--- config.mk ---
export PLATFORM = sky130hd
export DESIGN_NAME = mem_bus_arbiter
export DESIGN_NICKNAME = d
export VERILOG_FILES = /design/src/rtl/mem_bus_arbiter.sv
export SDC_FILE = /design/constraint.sdc
export NUM_CORES = 1
export LEC_CHECK = 0
export CORE_AREA = 4 4 118 120
export CTS_CLUSTER_DIAMETER = 40
export DETAILED_ROUTE_END_ITERATION = 7
export DIE_AREA = 0 0 122 124
export GPL_ROUTABILITY_DRIVEN = 1
export GPL_TIMING_DRIVEN = 0
export HOLD_SLACK_MARGIN = 0.05
export PLACE_DENSITY = 0.6
export SYNTH_ARGS = -nofsm -noshare
export SYNTH_HDL_FRONTEND = slang
export SYNTH_SLANG_ARGS = --single-unit
--- constraint.sdc ---
create_clock -name clk -period 1.47 [get_ports clk]
set_input_delay 0.147 -clock clk [delete_from_list [all_inputs] [get_ports clk]]
set_output_delay 0.147 -clock clk [all_outputs]
set_load 0.03 [all_outputs]
--- src/rtl/mem_bus_arbiter.sv ---
// mem_bus_arbiter: round-robin arbiter sharing one memory slave between two masters.
//
// Optional feature: define MEM_BUS_ARBITER_TIMEOUT_EN to enable the slave-response
// timeout (TIMEOUT_CYCLES busy cycles without s_mem_ready completes the transfer
// with rdata 32'hFFFF_FFFF and sets the sticky timeout_err flag).
//
// Ports:
//   clk, rst                  clock, synchronous active-high reset
//   m0_mem_* / m1_mem_*       master 0 (CPU) and master 1 (DMA) request/response
//   s_mem_*                   shared slave request/response
//   timeout_err               sticky slave-timeout flag (0 when timeout disabled)
module mem_bus_arbiter #(
    parameter int unsigned TIMEOUT_CYCLES = 255
) (
    input  logic        clk,
    input  logic        rst,
    input  logic        m0_mem_valid,
    input  logic [31:0] m0_mem_addr,
    input  logic [31:0] m0_mem_wdata,
    input  logic [3:0]  m0_mem_wstrb,
    output logic        m0_mem_ready,
    output logic [31:0] m0_mem_rdata,
    input  logic        m1_mem_valid,
    input  logic [31:0] m1_mem_addr,
    input  logic [31:0] m1_mem_wdata,
    input  logic [3:0]  m1_mem_wstrb,
    output logic        m1_mem_ready,
    output logic [31:0] m1_mem_rdata,
    output logic        s_mem_valid,
    output logic [31:0] s_mem_addr,
    output logic [31:0] s_mem_wdata,
    output logic [3:0]  s_mem_wstrb,
    input  logic        s_mem_ready,
    input  logic [31:0] s_mem_rdata,
    output logic        timeout_err
);
    localparam logic [1:0] IDLE    = 2'd0;
    localparam logic [1:0] BUSY    = 2'd1;
    localparam logic [1:0] RELEASE = 2'd2;

    if (TIMEOUT_CYCLES < 2 || TIMEOUT_CYCLES > 65535) begin : g_bad_timeout
        $error("mem_bus_arbiter: TIMEOUT_CYCLES must be in 2..65535");
    end

    logic [1:0]  state;
    logic        grant;
    logic        last;
    logic        busy;
    logic        tmo;
    logic        done;
    logic [31:0] rsp;

    // Outputs are forced low while rst is held, even before the reset edge lands.
    assign busy = (state == BUSY) && !rst;
    assign done = busy && (s_mem_ready || tmo);
    assign rsp  = tmo ? 32'hFFFF_FFFF : s_mem_rdata;

`ifdef MEM_BUS_ARBITER_TIMEOUT_EN
    logic [15:0] cnt;
    logic        err;
    // Fires on the TIMEOUT_CYCLES-th busy cycle; a real ready in that cycle wins.
    assign tmo         = busy && !s_mem_ready && (cnt == 16'(TIMEOUT_CYCLES - 1));
    assign timeout_err = err && !rst;
    always_ff @(posedge clk) begin
        if (rst) begin
            cnt <= '0;
            err <= 1'b0;
        end else begin
            if (state == IDLE)
                cnt <= '0;
            else if (state == BUSY && !s_mem_ready)
                cnt <= cnt + 16'd1;
            if (tmo)
                err <= 1'b1;
        end
    end
`else
    assign tmo         = 1'b0;
    assign timeout_err = 1'b0;
`endif

    always_ff @(posedge clk) begin
        if (rst) begin
            state <= IDLE;
            grant <= 1'b0;
            last  <= 1'b1;
        end else begin
            case (state)
                IDLE: if (m0_mem_valid || m1_mem_valid) begin
                    grant <= (m0_mem_valid && m1_mem_valid) ? !last : m1_mem_valid;
                    state <= BUSY;
                end
                BUSY: if (s_mem_ready || tmo) begin
                    last  <= grant;
                    state <= RELEASE;
                end
                RELEASE: if (!s_mem_ready) state <= IDLE;
                default: state <= IDLE;
            endcase
        end
    end

    assign s_mem_valid  = busy;
    assign s_mem_addr   = busy ? (grant ? m1_mem_addr  : m0_mem_addr)  : 32'd0;
    assign s_mem_wdata  = busy ? (grant ? m1_mem_wdata : m0_mem_wdata) : 32'd0;
    assign s_mem_wstrb  = busy ? (grant ? m1_mem_wstrb : m0_mem_wstrb) : 4'd0;
    assign m0_mem_ready = done && !grant;
    assign m1_mem_ready = done && grant;
    assign m0_mem_rdata = (!rst && !grant) ? rsp : 32'd0;
    assign m1_mem_rdata = (!rst && grant)  ? rsp : 32'd0;
endmodule

==> out/qor.log, run 1 <==
INFO  setup_path     critical_path.top_delay_family=simple AND/OR/NAND/NOR gates
INFO  yosys          synth_seq_area_share=4.85%
INFO  setup_path     crit_end=s_mem_wdata[10]
INFO  yosys          post_synth_num_cell_types=22
INFO  placement      placed_cells_incl_taps=729
INFO  pwr            ir_worst_vdd=0.262mV
INFO  yosys          ys_top_cells_by_area=mux2i_1 (42%), and2_1 (24%), nor2_1 (16%), dfxtp_1 (4.8%), clkbuf_1 (2.5%)
INFO  setup_path     worstSetupPathType=flop to primary output
INFO  finish         area.growth.synth_to_final=312%
INFO  yosys          async_flop_share=0%
INFO  die            io-pin-count=309
INFO  grt            grt_remaining_overflow=0
INFO  sta            grt_setup_unrepaired=yes
INFO  yosys          synth_top_area_share=41.8%
INFO  sta            totalNegativeSetupSlack=-21.26ns
INFO  routing        drc=0
INFO  yosys          average_size_of_a_mapped_cell=6.69um^2
INFO  yosys          post-synth-top-area-cell=mux2i_1
INFO  pwr            leakage=2.77nW
INFO  die            die_height=124um
INFO  routing        drt_pre_antenna_iters=3
INFO  grt            grt_start_max_net_pins=11
INFO  setup_path     r2r_end=last$_SDFFE_PP1P_
INFO  yosys          post_synth_inst_count=247
INFO  status         violations=negative setup slack
INFO  routing        via_count=3098
INFO  grt            grt_antenna_before_repair=0
INFO  finish         final_cell_count_no_fill=771
INFO  setup_path     critical_path.n_buffers_inverters=3
INFO  routing        detail_route.wirelength=13100um
INFO  yosys          synthesis.yosys.warnings=0
INFO  setup_path     path_cells=or3b_4 > buf_12 > clkbuf_16 > nor2_4 > buf_6
INFO  grt            global_router_s_overall_resource_usage=14.7%
INFO  grt            first_pass_grt_wire_length=17700um
INFO  setup_path     timing.critical_path.to_type=primary output
INFO  routing        wl_met2=7200um
INFO  yosys          synth_nets=420
INFO  clock_network  cts_buffers=3
INFO  routing        first_iter_violations=29
INFO  setup_path     cp_launch_point=state[0]$_SDFFE_PP0P_
INFO  yosys          postSynthRegisterBits=4
INFO  setup_path     reg2reg_from=grant$_SDFFE_PP0P_
INFO  die            count_of_standard_cell_rows=42
INFO  clock_network  worst_skew_pair.late_latency=0.23ns
INFO  yosys          ys.flop_type=dfxtp_1
INFO  placement      gp_congestion=0.797
INFO  sta            report.final.setup_viol=131
INFO  die            dieWidth=122um
INFO  die            floorplan.core_area=13000um^2
INFO  sta            final.min_clock_period=1.75ns
INFO  clock_network  cts_tree=done
INFO  setup_path     endpoint_arrival_time_on_the_critical_path=1.60ns
INFO  finish         layout.nets=770
INFO  clock_network  cts_buffer_depth=2
INFO  pwr            cellPowerDensity=446nW/um^2
INFO  clock_network  clock-root-buffer=clkbuf_16
INFO  placement      detailedPlacementHpwl=9490um
INFO  finish         final_antenna_diode_count=0
INFO  setup_path     crit_cells=5
INFO  die            floorplan.die_area=15100um^2
INFO  setup_path     crit_path_start_kind=flop
INFO  setup_path     r2r_cells=7
INFO  yosys          netlist_area=1650um^2
INFO  sta            worst_hold_slack=0.299ns
INFO  sta            final.period_utilization=119%
INFO  sta            fin_ws=-0.275ns
INFO  yosys          number_of_enable_flip_flop_cells_after_synthesis=0
INFO  clock_network  clock-sinks=4
INFO  job            cap_viol_max_count=0
INFO  grt            vias_in_the_first_global_route=3441
INFO  setup_path     timing.critical_path.slowest_cell_delay=0.45ns
INFO  clock_network  clock_tree.htree_level_count=1
INFO  routing        wl_met1=4310um
INFO  routing        avgRoutedWirePerCell=17.0um
INFO  sta            worst_clock_skew=0.00116ns
INFO  setup_path     crit_slowest_cell=or3b_4
INFO  finish         post_route_cells_drive_above_1_share=59.0%
INFO  routing        top_layer_used=met4
INFO  setup_path     worst-path-max-fanout=8
INFO  clock_network  cts_hold_repair.buffers=0
INFO  status         run_status=finished, violations left
INFO  die            initial_core_util=12.7%
INFO  worst_hold_path min_path_type=input port to flop
INFO  placement      port-buffer-count=306
INFO  routing        met3WireLength=1430um
INFO  yosys          most_common_cell_in_the_synthesized_netlist=nor2_1
INFO  routing        drt.antenna.violating_nets=0
INFO  sta            max_clock_freq=0.573GHz
INFO  yosys          synth_top_cells_by_count=nor2_1 (71), mux2i_1 (69), and2_1 (64)
INFO  sta            report.final.hold_viol_count=0
INFO  routing        routed_via_density=4.02
INFO  placement      placement.setup.worst_slack=-0.940ns
INFO  setup_path     cp_data_required_time=1.32ns
INFO  sta            finalMaxSlewViolations=0
INFO  setup_path     ff2ff_setup_slack=0.23ns
INFO  clock_network  cts.reportedPaths.clkPinSlew=0.03ns
## worst min path at each step
stage	start	to	slack [ns]	cells after the start
floorplan	s_mem_ready	state[0]$_SDFFE_PP0P_	0.26	1
CTS	rst	state[1]$_SDFFE_PP0P_	0.28	2
global placement	last$_SDFFE_PP1P_	grant$_SDFFE_PP0P_	0.47	2
global route	rst	state[1]$_SDFFE_PP0P_	0.32	2
detailed placement	last$_SDFFE_PP1P_	grant$_SDFFE_PP0P_	0.48	2
finish	rst	state[1]$_SDFFE_PP0P_	0.30	2
## registers in the layout, indices dropped and copies added, names as in the netlist
signal,count
grant,1
state,2
last,1
## kinds of logic after synthesis
logic type | share of synthesized area [%]
AND/OR/NAND/NOR | 44.4
multiplexers | 41.8
XOR/XNOR | 0.530
buffers and inverters | 7.12
other | 0.227
AO/OA/AOI/OAI | 1.06
flip-flops | 4.85
## cell usage in the layout, fill, tap and decap left out, types with 2 or more instances in the layout
cell and count:
buf_12 8, buf_6 148, clkdlybuf4s50_1 171, mux2i_1 53
and2_1 6, clkbuf_16 18, dfxtp_4 3, nor3b_1 2
mux2i_4 5, mux2i_2 11, buf_8 5, and2_4 58
buf_4 15, nor2_4 69, nor2_1 2, buf_16 2
buf_2 5
## power by group
group          switching, mW  internal [mW]
clock                 0.0790          0.348
sequential           0.00868          0.118
combinational           1.11           1.38
## final cells by class
cell class / count / area (um^2)
Timing Repair Buffer: 347 / 3860
Inverter: 1 / 7.51
Multi-Input combinational cell: 218 / 2240
Clock buffer: 3 / 75.1
Tap cell: 176 / 220
Fill cell: 1141 / 6170
Sequential cell: 4 / 91.3
Buffer: 22 / 324
## layer usage
metal | GRT usage (%) | up-vias
met5 | 0 | -
met4 | 2.03 | 0
met3 | 5.50 | 14
met2 | 29.6 | 187
met1 | 14.5 | 1390
li1 | - | 1507
## worst register-to-register path, cell delays in order (launching register included)
cell	delay, ns
dfxtp_4	0.36
buf_6	0.12
nor2_4	0.16
buf_6	0.13
clkbuf_16	0.12
buf_4	0.10
buf_4	0.09
mux2i_1	0.05
## what timing repair did
action,CTS,global route
cloned,7,6
pin swaps,60,26
endpoints found under the setup margin,135,134
resized for setup,944,269
buffers inserted,6,22
## metrics by stage
stage	cell area [um^2]	util, %	power, mW
finish	6810	52.5	3.04
floorplan	1870	-	1.01
detailed placement	5150	39.7	1.92
CTS	6150	47.4	2.70
global route	6810	52.5	3.18
global placement	5150	39.7	1.90
Note: power is estimated with default switching activity, not from simulation.
==> run 2: changes to the inputs <==
--- a/config.mk
+++ b/config.mk
@@ -5,6 +5,7 @@
 export SDC_FILE = /design/constraint.sdc
 export NUM_CORES = 1
 export LEC_CHECK = 0
+export ABC_AREA = 1
 export CORE_AREA = 4 4 118 120
 export CTS_CLUSTER_DIAMETER = 40
 export DETAILED_ROUTE_END_ITERATION = 7
==> run 2 against run 1 <==
Effect of this change:
- the flow still finishes with violations (negative setup slack)
- utilization fell by 8.0 points
- sequential share of layout area rose by 0.20 points
- fmax rose by 12%
- via count rose by 17%
- sequential cell count did not move
- combinational power fell by 12%
- global-route usage fell by 0.11 points
- cell count rose by 13%
- total power fell by 9.8%
- design area fell by 15%
- critical path type unchanged
- largest cell class unchanged
- largest power group unchanged
- highest routed layer unchanged
==> out/qor.log, run 2 <==
INFO  clock_network  worst_skew_pair.late_latency=0.23ns [about the same]
INFO  sta            finalMaxSlewViolations=0 [unchanged]
INFO  sta            max_clock_freq=0.640GHz [+12%]
INFO  yosys          post_synth_num_cell_types=15 [-32%]
INFO  routing        detail_route.wirelength=13500um [+3.1%]
INFO  sta            totalNegativeSetupSlack=-4.26ns [+17.00 ns]
INFO  status         run_status=finished, violations left
INFO  grt            grt_antenna_before_repair=0 [unchanged]
INFO  setup_path     timing.critical_path.to_type=primary output
INFO  pwr            ir_worst_vdd=0.275mV [+4.7%]
INFO  yosys          post_synth_inst_count=368 [+49%]
INFO  setup_path     crit_cells=7 [+2]
INFO  yosys          post-synth-top-area-cell=nand2_1
INFO  grt            vias_in_the_first_global_route=3500 [+1.7%]
INFO  finish         summed_area_of_non_filler_cells_in_the_final_layout=5780um^2 [-15%]
INFO  setup_path     crit_slowest_cell=dfxtp_2
INFO  finish         most-common-layout-cells=clkdlybuf4s50_1 (171), nand2_1 (145), buf_4 (82), buf_6 (79), nor2_1 (53)
INFO  routing        first_iter_violations=73 [+150%]
INFO  yosys          synthesis.yosys.warnings=0 [unchanged]
INFO  routing        drt_pre_antenna_iters=4 [+1]
INFO  yosys          ys_top_cells_by_area=nand2_1 (33%), a21oi_1 (21%), nor2_1 (16%), inv_1 (8.8%), buf_6 (7.4%)
INFO  yosys          synth_nets=541 [+29%]
INFO  sta            grt_setup_unrepaired=yes
INFO  yosys          synth_top_cells_by_count=nand2_1 (145), nor2_1 (70), a21oi_1 (69)
INFO  placement      port-buffer-count=307 [+0.33%]
INFO  finish         final_common_cell=clkdlybuf4s50_1
INFO  setup_path     cp_common_cell=buf_8
INFO  grt            grt_remaining_overflow=0 [unchanged]
INFO  clock_network  cts_buffers=3 [unchanged]
INFO  grt            first_pass_grt_wire_length=17700um [about the same]
INFO  routing        via_count=3639 [+17%]
INFO  worst_hold_path worst_hold_path.num_cells=2 [unchanged]
INFO  die            dieWidth=122um [unchanged]
INFO  pwr            leakage=2.66nW [-4.2%]
INFO  yosys          async_flop_share=0% [unchanged]
INFO  pwr            cellPowerDensity=474nW/um^2 [+6.3%]
INFO  sta            report.final.setup_viol=92 [-30%]
INFO  setup_path     ff2ff_setup_slack=0.48ns [+0.25 ns]
INFO  clock_network  clock-root-buffer=clkbuf_16
INFO  finish         layout.nets=874 [+14%]
INFO  job            cap_viol_max_count=0 [unchanged]
INFO  finish         largest_register_ffs=2 [unchanged]
INFO  placement      detailedPlacementHpwl=10400um [+9.1%]
INFO  die            initial_core_util=12.8% [+0.087 points]
INFO  die            floorplan.die_area=15100um^2 [unchanged]
INFO  routing        routed_via_density=4.16 [+3.5%]
INFO  finish         largest-register=state
INFO  sta            final.min_clock_period=1.56ns [-0.183 ns]
INFO  yosys          number_of_enable_flip_flop_cells_after_synthesis=0 [unchanged]
INFO  clock_network  cts_buffer_depth=2 [unchanged]
INFO  grt            grt.met1_usage=15.5% [+1.0 points]
INFO  finish         final_antenna_diode_count=0 [unchanged]
INFO  worst_hold_path min_path_type=input port to flop
INFO  clock_network  clock_tree.htree_level_count=1 [unchanged]
INFO  placement      dpl_cell_area=4960um^2 [-3.9%]
INFO  yosys          average_size_of_a_mapped_cell=4.52um^2 [-32%]
INFO  placement      placement.setup.worst_slack=-0.851ns [+0.0895 ns]
INFO  yosys          ys.flop_type=dfxtp_1
INFO  yosys          most_common_cell_in_the_synthesized_netlist=nand2_1
INFO  setup_path     cp_data_required_time=1.32ns [about the same]
INFO  die            die_height=124um [unchanged]
INFO  die            io-pin-count=309 [unchanged]
INFO  finish         post_route_cells_drive_above_1_share=39.6% [-19 points]
INFO  sta            fin_ws=-0.0923ns [+0.183 ns]
INFO  setup_path     endpoint_arrival_time_on_the_critical_path=1.42ns [-0.18 ns]
INFO  clock_network  cts_hold_repair.buffers=0 [unchanged]
INFO  clock_network  clock-sinks=4 [unchanged]
INFO  setup_path     critical_path.top_delay_family=buffers and inverters
INFO  sta            report.final.hold_viol_count=0 [unchanged]
INFO  finish         area.growth.synth_to_final=247%
INFO  die            floorplan.core_area=13000um^2 [unchanged]
INFO  setup_path     worstSetupPathType=flop to primary output
INFO  grt            groute.layer.met2.usage=27.8% [-1.8 points]
INFO  placement      gp_congestion=0.814 [+2.1%]
INFO  finish         fin_util=44.5% [-8.0 points]
INFO  setup_path     worst-path-max-fanout=10 [+2]
INFO  routing        avgRoutedWirePerCell=15.4um [-9.2%]
INFO  grt            grt_util_met3=5.00% [-0.50 points]
INFO  grt            busiest_grt_layer=met2
INFO  setup_path     r2r_cells=4 [-3]
INFO  yosys          synth_top_area_share=32.7% [-9.1 points]
INFO  clock_network  cts.reportedPaths.clkPinSlew=0.03ns [about the same]
INFO  sta            worst_hold_slack=0.219ns [-0.0801 ns]
INFO  yosys          netlist_area=1660um^2 [+0.68%]
INFO  routing        drc=0 [unchanged]
INFO  setup_path     timing.critical_path.slowest_cell_delay=0.31ns [-0.14 ns]
INFO  finish         layout_top_registers=state (2), grant (1), last (1)
INFO  sta            final.period_utilization=106% [-12 points]
INFO  setup_path     critical_path.n_buffers_inverters=5 [+2]
INFO  sta            worst_clock_skew=0.00554ns [+0.00438 ns]
INFO  setup_path     path_cells=buf_8 > inv_8 > buf_8 > buf_8 > nand2_1 > a21oi_2 > buf_6
INFO  routing        drt.antenna.violating_nets=0 [unchanged]
INFO  status         violations=negative setup slack
INFO  grt            global_router_s_overall_resource_usage=14.6% [-0.11 points]
INFO  setup_path     crit_path_start_kind=flop
INFO  yosys          postSynthRegisterBits=4 [unchanged]
INFO  yosys          synth_seq_area_share=4.82% [-0.033 points]
INFO  clock_network  cts_tree=done
INFO  die            count_of_standard_cell_rows=42 [unchanged]
INFO  grt            grt_start_max_net_pins=11 [unchanged]
[run 2: cell types whose count changed after synthesis, moves of 2 or more]
cell and change:
nand2_1 +144, a21oi_1 +69, mux2i_1 -69, and2_1 -64, inv_1 +38, buf_2 +11
clkbuf_1 -11, buf_6 +9, buf_1 -6, nand3_1 +4, inv_2 +3, buf_4 +2
nor3_1 -2, nor3b_1 -2
[run 2: cells by family after synthesis]
group                  Yosys count  share of synthesized area, %
buffers and inverters           72                          23.2
DFF                              4                          4.82
and+or+nand+nor                221                          50.7
AOI/OAI and AO/OA               70                          21.1
other                            1                         0.226
[run 2: metrics by stage]
step                total power, mW  cells
floorplan                     0.976    368
global placement               1.93    851
detailed placement             1.94    851
CTS                            2.41    861
global route                   2.89    875
finish                         2.74    875
[run 2: final cells by class]
class,count,area [um^2]
fill,1344,7200
timing repair buffer,327,3240
multi-input combinational,293,1650
buffer,29,325
tap,176,220
inverter,43,181
sequential,4,88.8
clock buffer,3,75.1
[run 2: metal layers]
metal  part of all wire, %  vias to the layer above
met3                    11                       20
met5                     0                        -
met1                    36                     1652
li1                      -                     1777
met4                   1.7                        0
met2                    52                      190
[run 2: power breakdown]
group | total (mW) | internal [mW] | switching, mW
sequential | 0.135 | 0.121 | 0.0137
combinational | 2.17 | 1.06 | 1.11
clock | 0.431 | 0.348 | 0.0829
total | 2.74 | 1.53 | 1.21
[run 2: worst paths after layout]
path,startpoint,endpoint
max,grant$_SDFFE_PP0P_,s_mem_wdata[15]
min,rst,state[1]$_SDFFE_PP0P_
max reg2reg,state[1]$_SDFFE_PP0P_,state[0]$_SDFFE_PP0P_
min reg2reg,last$_SDFFE_PP1P_,grant$_SDFFE_PP0P_
[run 2: what timing repair did]
| item | in CTS | in global routing |
|---|---|---|
| pin swaps | 1 | 1 |
| endpoints found under the hold margin | 0 | 0 |
| endpoints found under the setup margin | 135 | 135 |
| buffers inserted | 5 | 7 |
| gates resized for setup | 830 | 226 |
| cloned | 2 | 7 |
[run 2: worst reg2reg max path: stages, from the launching register on]
cell and delay [ns]:
dfxtp_4 0.35, inv_4 0.07, nand3_4 0.17, clkbuf_16 0.23, o21ai_1 0.11
